**src/rtl/mem_pkg.sv**
```systemverilog
// Shared definitions for the LSU memory stage: opcodes, FSM states, the
// output-FIFO entry layout and the byte-lane arithmetic for loads and stores.
package mem_pkg;

    localparam logic [6:0] OPC_LOAD  = 7'b0000011;
    localparam logic [6:0] OPC_STORE = 7'b0100011;
    localparam logic [6:0] OPC_AUIPC = 7'b0010111;
    localparam logic [6:0] OPC_JAL   = 7'b1101111;
    localparam logic [6:0] OPC_JALR  = 7'b1100111;

    localparam logic [2:0] F3_B  = 3'b000;
    localparam logic [2:0] F3_H  = 3'b001;
    localparam logic [2:0] F3_W  = 3'b010;
    localparam logic [2:0] F3_BU = 3'b100;
    localparam logic [2:0] F3_HU = 3'b101;

    typedef enum logic [1:0] {
        ST_IDLE,
        ST_REQ,
        ST_WAIT_R
    } state_e;

    typedef struct packed {
        logic [31:0] instr;
        logic [31:0] data;
        logic        err;
    } out_entry_t;

    // funct3[1:0] encodes the access size for both loads and stores (byte/half/word).
    function automatic logic access_fault(input logic is_store, input logic [2:0] f3,
                                          input logic [1:0] off);
        logic illegal;
        logic misaligned;
        if (is_store) begin
            illegal = f3[2] || (f3 == 3'b011);
        end else begin
            illegal = (f3 == 3'b011) || (f3 == 3'b110) || (f3 == 3'b111);
        end
        misaligned = ((f3[1:0] == 2'b01) && off[0]) || ((f3[1:0] == 2'b10) && (off != 2'b00));
        return illegal || misaligned;
    endfunction

    function automatic logic [3:0] store_lanes(input logic [1:0] size, input logic [1:0] off);
        logic [3:0] be;
        case (size)
            2'b00:   be = 4'b0001 << off;
            2'b01:   be = 4'b0011 << off;
            default: be = 4'b1111;
        endcase
        return be;
    endfunction

    function automatic logic [31:0] store_data(input logic [1:0] size, input logic [31:0] rs2);
        logic [31:0] d;
        case (size)
            2'b00:   d = {4{rs2[7:0]}};
            2'b01:   d = {2{rs2[15:0]}};
            default: d = rs2;
        endcase
        return d;
    endfunction

    function automatic logic [31:0] load_extract(input logic [2:0] f3, input logic [1:0] off,
                                                 input logic [31:0] word);
        logic [31:0] sh;
        logic [31:0] res;
        sh = word >> {off, 3'b000};
        case (f3)
            F3_B:    res = {{24{sh[7]}}, sh[7:0]};
            F3_H:    res = {{16{sh[15]}}, sh[15:0]};
            F3_BU:   res = {24'h0, sh[7:0]};
            F3_HU:   res = {16'h0, sh[15:0]};
            default: res = word;
        endcase
        return res;
    endfunction

endpackage

```
**src/rtl/mem_out_fifo.sv**
```systemverilog
// Synchronous FIFO of completed LSU results; exposes the head entry and the
// current fill level so the stage can decide whether it may accept work.
module mem_out_fifo
    import mem_pkg::*;
#(
    parameter int DEPTH = 2
) (
    input  logic                           clk,
    input  logic                           rstn_i,
    input  logic                           push_i,
    input  out_entry_t                     entry_i,
    input  logic                           pop_i,
    output out_entry_t                     head_o,
    output logic [$clog2(DEPTH + 1) - 1:0] count_o
);

    localparam int PW = (DEPTH > 1) ? $clog2(DEPTH) : 1;
    localparam int CW = $clog2(DEPTH + 1);

    out_entry_t    mem_q [DEPTH];
    logic [PW-1:0] rdPtr_q;
    logic [PW-1:0] wrPtr_q;
    logic [CW-1:0] count_q;
    logic          doPush;
    logic          doPop;

    // A push into a full FIFO is only legal when the head leaves in the same cycle.
    assign doPop  = pop_i && (count_q != '0);
    assign doPush = push_i && ((count_q != CW'(DEPTH)) || doPop);

    function automatic logic [PW-1:0] nextPtr(input logic [PW-1:0] p);
        return (p == PW'(DEPTH - 1)) ? '0 : p + 1'b1;
    endfunction

    always_ff @(posedge clk or negedge rstn_i) begin
        if (!rstn_i) begin
            rdPtr_q <= '0;
            wrPtr_q <= '0;
            count_q <= '0;
            for (int i = 0; i < DEPTH; i++) begin
                mem_q[i] <= '0;
            end
        end else begin
            if (doPush) begin
                mem_q[wrPtr_q] <= entry_i;
                wrPtr_q        <= nextPtr(wrPtr_q);
            end
            if (doPop) begin
                rdPtr_q <= nextPtr(rdPtr_q);
            end
            case ({doPush, doPop})
                2'b10:   count_q <= count_q + 1'b1;
                2'b01:   count_q <= count_q - 1'b1;
                default: ;
            endcase
        end
    end

    assign head_o  = mem_q[rdPtr_q];
    assign count_o = count_q;

endmodule

```
**src/rtl/mem_lsu_stage.sv**
```systemverilog
// Memory stage between EX and WB: runs loads/stores over a req/gnt/rvalid port
// and queues every completed instruction into a small output FIFO for WB.
module mem_lsu_stage
    import mem_pkg::*;
#(
    parameter int DEPTH = 2
) (
    input  logic        clk,
    input  logic        rstn_i,
    input  logic        halt_i,
    input  logic        valid_i,
    output logic        ack_o,
    input  logic [31:0] instr_i,
    input  logic [31:0] result_i,
    input  logic [31:0] rs2_i,
    input  logic [31:0] pc_i,
    output logic        MEM_req_o,
    input  logic        MEM_gnt_i,
    output logic [31:0] MEM_addr_o,
    output logic        MEM_we_o,
    output logic [3:0]  MEM_be_o,
    output logic [31:0] MEM_data_o,
    input  logic        MEM_rvalid_i,
    input  logic [31:0] MEM_data_i,
    input  logic        ack_i,
    output logic        valid_o,
    output logic [31:0] instr_o,
    output logic [31:0] data_o,
    output logic        err_o
);

    localparam int CW = $clog2(DEPTH + 1);

    state_e        state_q, state_d;
    logic [31:0]   instr_q, instr_d;
    logic [31:0]   addr_q, addr_d;
    logic [31:0]   wdata_q, wdata_d;
    logic          we_q, we_d;
    logic [3:0]    be_q, be_d;
    logic          push;
    out_entry_t    pushEntry;
    out_entry_t    head;
    logic [CW-1:0] count;
    logic [6:0]    opcode;
    logic [2:0]    funct3;
    logic          isLoad, isStore, isMem, isLink, fault, slotFree;

    assign opcode  = instr_i[6:0];
    assign funct3  = instr_i[14:12];
    assign isLoad  = (opcode == OPC_LOAD);
    assign isStore = (opcode == OPC_STORE);
    assign isMem   = isLoad || isStore;
    assign isLink  = (opcode == OPC_AUIPC) || (opcode == OPC_JAL) || (opcode == OPC_JALR);
    assign fault   = access_fault(isStore, funct3, result_i[1:0]);

    // Memory ops need a genuinely free slot: their completion push may land
    // in a cycle where WB does not pop, so they cannot borrow a slot being freed.
    assign slotFree = (count < CW'(DEPTH)) || (!isMem && ack_i);

    always_ff @(posedge clk or negedge rstn_i) begin
        if (!rstn_i) begin
            state_q <= ST_IDLE;
            instr_q <= '0;
            addr_q  <= '0;
            wdata_q <= '0;
            we_q    <= 1'b0;
            be_q    <= '0;
        end else begin
            state_q <= state_d;
            instr_q <= instr_d;
            addr_q  <= addr_d;
            wdata_q <= wdata_d;
            we_q    <= we_d;
            be_q    <= be_d;
        end
    end

    always_comb begin
        state_d   = state_q;
        instr_d   = instr_q;
        addr_d    = addr_q;
        wdata_d   = wdata_q;
        we_d      = we_q;
        be_d      = be_q;
        ack_o     = 1'b0;
        push      = 1'b0;
        pushEntry = '0;
        case (state_q)
            ST_IDLE: begin
                if (valid_i && !halt_i && slotFree) begin
                    ack_o = 1'b1;
                    if (isMem && !fault) begin
                        instr_d = instr_i;
                        addr_d  = result_i;
                        we_d    = isStore;
                        be_d    = store_lanes(funct3[1:0], result_i[1:0]);
                        wdata_d = isStore ? store_data(funct3[1:0], rs2_i) : '0;
                        state_d = ST_REQ;
                    end else if (isMem) begin
                        push      = 1'b1;
                        pushEntry = '{instr: instr_i, data: 32'h0, err: 1'b1};
                    end else begin
                        push      = 1'b1;
                        pushEntry = '{instr: instr_i, data: isLink ? pc_i + 32'd4 : result_i,
                                      err: 1'b0};
                    end
                end
            end
            ST_REQ: begin
                if (MEM_gnt_i) begin
                    if (we_q) begin
                        push      = 1'b1;
                        pushEntry = '{instr: instr_q, data: 32'h0, err: 1'b0};
                        state_d   = ST_IDLE;
                    end else begin
                        state_d = ST_WAIT_R;
                    end
                end
            end
            ST_WAIT_R: begin
                if (MEM_rvalid_i) begin
                    push      = 1'b1;
                    pushEntry = '{instr: instr_q,
                                  data:  load_extract(instr_q[14:12], addr_q[1:0], MEM_data_i),
                                  err:   1'b0};
                    state_d   = ST_IDLE;
                end
            end
            default: state_d = ST_IDLE;
        endcase
    end

    mem_out_fifo #(
        .DEPTH(DEPTH)
    ) u_fifo (
        .clk    (clk),
        .rstn_i (rstn_i),
        .push_i (push),
        .entry_i(pushEntry),
        .pop_i  (ack_i),
        .head_o (head),
        .count_o(count)
    );

    assign MEM_req_o  = (state_q == ST_REQ);
    assign MEM_addr_o = MEM_req_o ? {addr_q[31:2], 2'b00} : '0;
    assign MEM_we_o   = MEM_req_o && we_q;
    assign MEM_be_o   = MEM_req_o ? be_q : '0;
    assign MEM_data_o = MEM_req_o ? wdata_q : '0;

    // Stale FIFO storage is hidden so an empty stage presents all-zero outputs.
    assign valid_o = (count != '0);
    assign instr_o = valid_o ? head.instr : '0;
    assign data_o  = valid_o ? head.data : '0;
    assign err_o   = valid_o && head.err;

endmodule

```
**config.mk**
```make
export PLATFORM = sky130hd
export DESIGN_NAME = mem_lsu_stage
export DESIGN_NICKNAME = d
export VERILOG_FILES = /design/src/rtl/mem_pkg.sv /design/src/rtl/mem_out_fifo.sv /design/src/rtl/mem_lsu_stage.sv
export SDC_FILE = /design/constraint.sdc
export NUM_CORES = 1
export LEC_CHECK = 0
export BUFFER_PORTS_ARGS = -buffer_cell sky130_fd_sc_hd__buf_2
export CAP_MARGIN = 20
export CORE_AREA = 2 2 297 152
export DETAILED_ROUTE_END_ITERATION = 16
export DIE_AREA = 0 0 299 154
export PLACE_DENSITY = 0.47
export SYNTH_ARGS = -nofsm -noshare
export SYNTH_HDL_FRONTEND = slang
export SYNTH_HIERARCHICAL = 1
export SYNTH_SLANG_ARGS = --single-unit
```
**constraint.sdc**
```tcl
create_clock -name clk -period 6.29 [get_ports clk]
set_clock_uncertainty 0.2 [all_clocks]
set_input_delay 0.9435 -clock clk [delete_from_list [all_inputs] [get_ports clk]]
set_output_delay 0.9435 -clock clk [all_outputs]
set_load 0.01 [all_outputs]
```
### Yosys cells after proc, flatten, opt, wreduce, memory -nomap -nowiden

Index checks and enable logic that the tools add are counted.

| word-level totals | value |
|---|---|
| register bits after elaboration | 237 |
| input port bits | 167 |
| output and inout bits | 137 |
| logic and storage cells | 124 |

| cells by class | value |
|---|---|
| add/subtract/negate cells | 5 |
| $lt $le $gt $ge | 4 |
| equality and inequality tests | 22 |
| shift-type cells | 3 |
| mux-type cells | 41 |
| bitwise logic cells | 2 |
| reductions and logical operators | 32 |

Operators by type and width:

| cell | number |
|---|---|
| 65-bit two-way mux | 9 |
| 65-bit one-hot mux with 3 select lines | 1 |
| 32-bit two-way mux | 6 |
| 130-bit bitwise mux | 1 |
| 32-bit one-hot mux with 4 select lines | 1 |
| 65-bit demux with 1-bit select | 1 |
| 32-bit one-hot mux with 2 select lines | 1 |
| 33-bit two-way mux | 1 |
| 32-bit by 3-bit adder with 32-bit output, second input constant | 1 |
| 32-bit by 5-bit right shift with 16-bit output | 1 |
| 7-bit == test, second input constant | 2 |
| 3-bit == test, second input constant | 4 |
| 1-bit logical AND | 11 |
| 1-bit logical OR | 10 |
| 1-bit two-way mux | 10 |
| 2-bit two-way mux | 5 |
| 2-bit inequality test, second input constant | 4 |
| 4-bit one-hot mux with 2 select lines | 1 |
| 7-bit by 2-bit == test with 1-bit output, second input constant | 1 |
| 7-bit by 5-bit == test with 1-bit output, second input constant | 1 |
| 7-bit by 6-bit == test with 1-bit output, second input constant | 1 |
| 2-bit by 1-bit == test with 1-bit output, second input constant | 3 |
| 2-bit == test, second input constant | 3 |
| 2-bit one-hot mux with 3 select lines | 1 |
| 21 further kinds | 29 |

### Logic depth before layout (Yosys ltp)

| logic depth | value |
|---|---|
| depth after elaboration | 13 |
| depth in mapped cells | 13 |
| depth with buffers taken out | 8 |

### Hierarchy

The synthesis kept the hierarchy.

Modules (own cells, without submodules):

| module | instances | cells each | area each (um^2) | sequential area each (um^2) |
|---|---|---|---|---|
| mem_lsu_stage | 1 | 859 | 7,656.1 | 2,577.5 |
| mem_out_fifo | 1 | 397 | 6,102.1 | 3,353.2 |

### Worst setup path before layout

OpenSTA, ideal clock, no wires.

| timing | value |
|---|---|
| path type | input -> register |
| start point | in instr_i[12] |
| end point | reg u_fifo/mem_q[113] in the netlist's numbering |
| setup time | 0.125 ns |
| arrival | 3.128 ns |
| data required time | 5.965 ns |
| setup slack | 2.837 ns |
| stages | 12 |
| buffers on the path | 5 |
| path through | buf_2 o41ai_1 a41o_1 a21oi_1 or2_2 buf_2 nand2b_1 buf_2 nor2_2 buf_6 buf_6 mux2_4 |

| on the way | value |
|---|---|
| cells in the longest elaborated chain, start to end | 11 |
| elaborated cells on any way between the ends | 23 |
| classes of those cells | eq/ne: 5; mux: 8; reduce/logical: 10 |

RTL lines:

| element | RTL line | source |
|---|---|---|
| start: declaration | mem_lsu_stage.sv:13 | `input logic [31:0] instr_i,` |
| 3-bit by 2-bit == test with 1-bit output / 3-bit == test (equally long branches) | mem_pkg.sv:35, mem_pkg.sv:37 |  |
| 1-bit logical OR (2 in a row) | mem_pkg.sv:37 | `illegal = (f3 == 3'b011) \|\| (f3 == 3'b110) \|\| (f3 == 3'b111);` |
| 1-bit two-way mux | mem_pkg.sv:34 | `if (is_store) begin` |
| 1-bit logical OR (*) | mem_pkg.sv:40 | `return illegal \|\| misaligned;` |
| 1-bit zero test (*) | mem_lsu_stage.sv:92 | `if (isMem && !fault) begin` |
| 1-bit logical AND (*) | mem_lsu_stage.sv:92 |  |
| 1-bit two-way mux (*) | mem_lsu_stage.sv:92 |  |
| 1-bit two-way mux (*) | mem_lsu_stage.sv:90 | `if (valid_i && !halt_i && slotFree) begin` |
| 1-bit one-hot mux with 3 select lines (*) | mem_lsu_stage.sv:88 | `case (state_q)` |
| via push | mem_lsu_stage.sv:40 | `logic push;` |
| 1-bit logical AND (*) | mem_out_fifo.sv:29 | `assign doPush = push_i && ((count_q != CW'(DEPTH)) \|\| doPop);` |
| end signal: indexed assignment | mem_out_fifo.sv:45 | `mem_q[wrPtr_q] <= entry_i;` |
| end: declaration | mem_out_fifo.sv:20 | `out_entry_t mem_q [DEPTH];` |

Mark *: on every way through the listed nets, which the timed path passes. The rest lies on a longest branch.
A chain may end at the register's enable or synchronous reset.

### Worst setup path after layout

| timing | value |
|---|---|
| start point | in instr_i[5] |
| end point | reg u_fifo/mem_q[64] in the netlist's numbering |

| on the way | value |
|---|---|
| cells in the longest elaborated chain, start to end | 9 |
| elaborated cells on any way between the ends | 19 |
| classes of those cells | eq/ne: 2; mux: 8; reduce/logical: 9 |

RTL lines:

| element | RTL line |
|---|---|
| 7-bit by 6-bit == test with 1-bit output / 7-bit by 2-bit == test with 1-bit output (equally long branches) | mem_lsu_stage.sv:51, mem_lsu_stage.sv:50 |
| 1-bit two-way mux / 1-bit logical OR (equally long branches) | mem_pkg.sv:34, mem_lsu_stage.sv:52 |
| 1-bit logical OR / 1-bit zero test (equally long branches) | mem_pkg.sv:40, mem_lsu_stage.sv:58 |
| 1-bit zero test / 1-bit logical AND (equally long branches) | mem_lsu_stage.sv:92, mem_lsu_stage.sv:58 |
| 1-bit logical AND / 1-bit logical OR (equally long branches) | mem_lsu_stage.sv:92, mem_lsu_stage.sv:58 |
| 1-bit two-way mux / 1-bit logical AND (equally long branches) | mem_lsu_stage.sv:92, mem_lsu_stage.sv:90 |
| 1-bit two-way mux (*) | mem_lsu_stage.sv:90 |
| 1-bit one-hot mux with 3 select lines (*) | mem_lsu_stage.sv:88 |
| via push | mem_lsu_stage.sv:40 |
| 1-bit logical AND (*) | mem_out_fifo.sv:29 |

Marks and branches as above.

==> metrics.txt <==
total setup buffers inserted after CTS=0; Rows=54; register area share after synthesis=0.4311; Die ar.=46050 µm²; P&R area growth vs syn=19.65%; Worst R2R End=u_fifo/mem_q[64]; RSZ-0062 raised after global routing=false; Starting Density=0.3182; initial DRC count=731; Worst Path Required=6.52 ns; Clock Pin Slew Worst Setup and Hold Paths=0.06 ns; Post-synth top flop=dfrtp_1; CP Class=in2reg; Final HPWL DP=32370 µm; share of layout cells above drive strength 1=0.4003; Reg2Reg Setup Slack=2.79 ns; Setup crit end kind=flip-flop; post-route DRC violation count=0; Avg WL per Cell=21.36 µm; max-cap violations=0; routed vias/inst=5.021; first-pass GRT wire length=68810 µm; Placer Congestion=0.8906; utilization after layout=0.3807; Post-Route WL=45140 µm; crit start category=primary input; outcome=finished, final reports clean; Yosys reg bits=237; antenna violations before repair=5; syn_area_per_cell=10.95 µm²; pwr/cell area=293.5 nW/µm²; I/O pin cnt=304; Tcrit/Tclk final=0.6558; CTS Root Cell=clkbuf_16; port bufs=301; Distinct cells, synth=64; IR drop worst, VDD=0.1921 mV; pin count of the biggest net entering global routing=128; YS warnings=6; crit path DAT=4.36 ns; Lkg Pwr=8.110 nW; Crit Path Max Fanout=48; H-tree levels=1; Final Critical Period=4.125 ns; Worst slew margin=0.2170; Clock Path Buffers=3; fill count=4359; Max Clk Rate=242.4 MHz; Routed Antenna Nets=0; worst slew pin tran=1.164 ns; die height=154 µm; Resized cells post-CTS=0; Min-Delay Path Class=in2async; core box area=43240 µm²; Async SR Flop Fraction=1.000; detailed-route via count=10.61k; R2R cell count=7; Post-synth EDFFs=0; number of nets in the layout=1672; final setup vio count=0; Die X-Extent=299 µm; number of global-route vias before repair=11.24k; TNS Setup=0 ns; Cells after Synth=1256; drt pass-1 iters=5; clock sinks=237; GRT Total Usage=0.1917; Final Max Tran Viols=0; CTS tree=yes; clk_lat worst skew=0.55 ns; worst reg2reg path startpoint=state_q[0]; CTS buffer count=25; hold_buf cts=0; Syn Std Cell Area=13760 µm²; gr ovfl total=0; final hold vios=0
-- Yosys cell counts (2+ instances only) --
library cell	count	area, µm²
a211o_1	3	26.28
a21o_1	3	22.52
a21oi_1	40	200.2
a22o_1	33	289.0
a31o_2	4	35.03
a32oi_1	6	52.55
and2_1	137	857.1
and3_1	6	37.54
and4_1	7	61.31
buf_1	2	7.510
buf_2	15	75.07
buf_4	3	22.52
buf_6	17	191.4
buf_8	3	45.04
clkbuf_1	57	214.0
dfrtp_1	237	5931
inv_1	7	26.28
mux2_2	126	1419
mux2_4	109	1637
mux2i_1	24	240.2
nand2_1	118	442.9
nand2b_1	9	56.30
nand3_1	14	70.07
nand3b_1	2	15.01
nand4_1	14	87.58
nor2_1	38	142.6
nor2_2	2	12.51
nor2b_1	2	12.51
nor3_1	11	55.05
nor4_1	11	68.82
nor4b_1	2	17.52
o2111ai_1	2	17.52
o211ai_1	6	45.04
o21ai_0	69	345.3
o21ai_1	15	75.07
o221ai_1	9	78.83
o22ai_1	11	68.82
o2bb2ai_1	34	297.8
o32ai_1	4	35.03
or2_2	4	25.02
xnor2_1	7	61.31
xor2_1	11	96.34
-- routing by layer --
layer,up-vias,part of all wire,GRT usage
li1,4990,-,-
met1,5325,0.45,0.2489
met2,234,0.50,0.3343
met3,61,0.033,0.02430
met4,0,0.026,0.05595
met5,-,0,0
-- critical path, stage by stage --
cell and delay (ns):
buf_2 0.53, a221o_1 0.28, o41ai_1 0.15, a41o_1 0.32
a21oi_4 0.15, or2_2 0.20, nand2_1 0.47, nor2_4 0.21
buf_4 0.67, mux2_2 0.41
-- where the power goes --
group / total [mW] / switching [mW] / internal (mW)
registers: 2.05 / 0.251 / 1.80
clock network: 1.50 / 0.642 / 0.863
logic: 1.28 / 0.586 / 0.695
total: 4.83 / 1.48 / 3.35
-- cells in the final DEF (no fill, tap or decap), drive strengths merged, types with 3 or more instances in the layout --
cell,synthesis,routed
o22ai,11,11
dfrtp,237,237
and2,137,137
nor2,40,40
a211o,3,3
a22o,33,33
nand3,15,15
o21ai,84,84
diode,0,6
and4,7,7
and3,6,6
xnor2,7,7
nand4,14,14
a21o,3,3
xor2,11,11
clkinv,0,4
clkbuf,57,35
mux2i,24,24
nor3,11,11
o32ai,4,4
o211ai,6,6
or2,4,4
or4b,3,3
buf,41,318
nand2b,10,10
inv,7,8
a32oi,6,6
a21oi,40,40
nand2,118,118
mux2,236,236
nor4,11,11
o221ai,9,9
a31o,4,4
o2bb2ai,34,34
-- through the flow --
| step | power (mW) | hold WS [ns] | setup WS [ns] | instances | instance area [µm²] |
|---|---|---|---|---|---|
| floorplan | 2.895 | 0.2356 | 2.837 | 1257 | 13760 |
| CTS | 4.916 | 0.2514 | 2.191 | 2106 | 16440 |
| global placement | 3.352 | 0.2534 | 1.630 | 2063 | 15610 |
| global route | 5.119 | 0.2819 | 1.975 | 2112 | 16460 |
| detailed placement | 3.374 | 0.2582 | 1.603 | 2064 | 15630 |
| finish | 4.831 | 0.1999 | 2.165 | 2113 | 16460 |
-- kinds of logic after synthesis --
family	Yosys count	synth area share
compound gates	247	0.1204
fa+ha+maj	1	0.0009093
buf+inv	105	0.04374
flops	237	0.4311
simple gates	386	0.1501
xor+xnor	18	0.01146
other cells	1	0.0002726
mux	261	0.2420
-- area by class of cell --
type	count	area (µm²)	area share
clock inverter	7	103.9	0.006308
clock buffer	35	703.2	0.04271
timing repair buffer	318	1689	0.1026
sequential	237	5934	0.3605
tap	588	735.7	0.04469
multi-input combinational	915	7254	0.4407
antenna	6	15.01	0.0009121
inverter	7	26.28	0.001596
-- worst max path at each step --
stage	endpoint	cells past startpoint	slack [ns]	start
finish	u_fifo/mem_q[64]	10	2.17	instr_i[5]
global route	u_fifo/mem_q[19]	10	1.97	instr_i[5]
CTS	u_fifo/mem_q[19]	10	2.19	instr_i[5]
detailed placement	u_fifo/mem_q[36]	10	1.60	instr_i[5]
global placement	u_fifo/mem_q[41]	10	1.63	instr_i[5]
floorplan	u_fifo/mem_q[113]	12	2.84	instr_i[12]
-- flip-flops by register name, summed over array words and instances, names as in the netlist --
signal,cells
u_fifo/mem_q,130
u_fifo/wrPtr_q,1
be_q,4
addr_q,32
u_fifo/count_o,2
u_fifo/rdPtr_q,1
wdata_q,32
we_q,1
instr_q,32
state_q,2
Note: power is estimated with default switching activity, not from simulation.
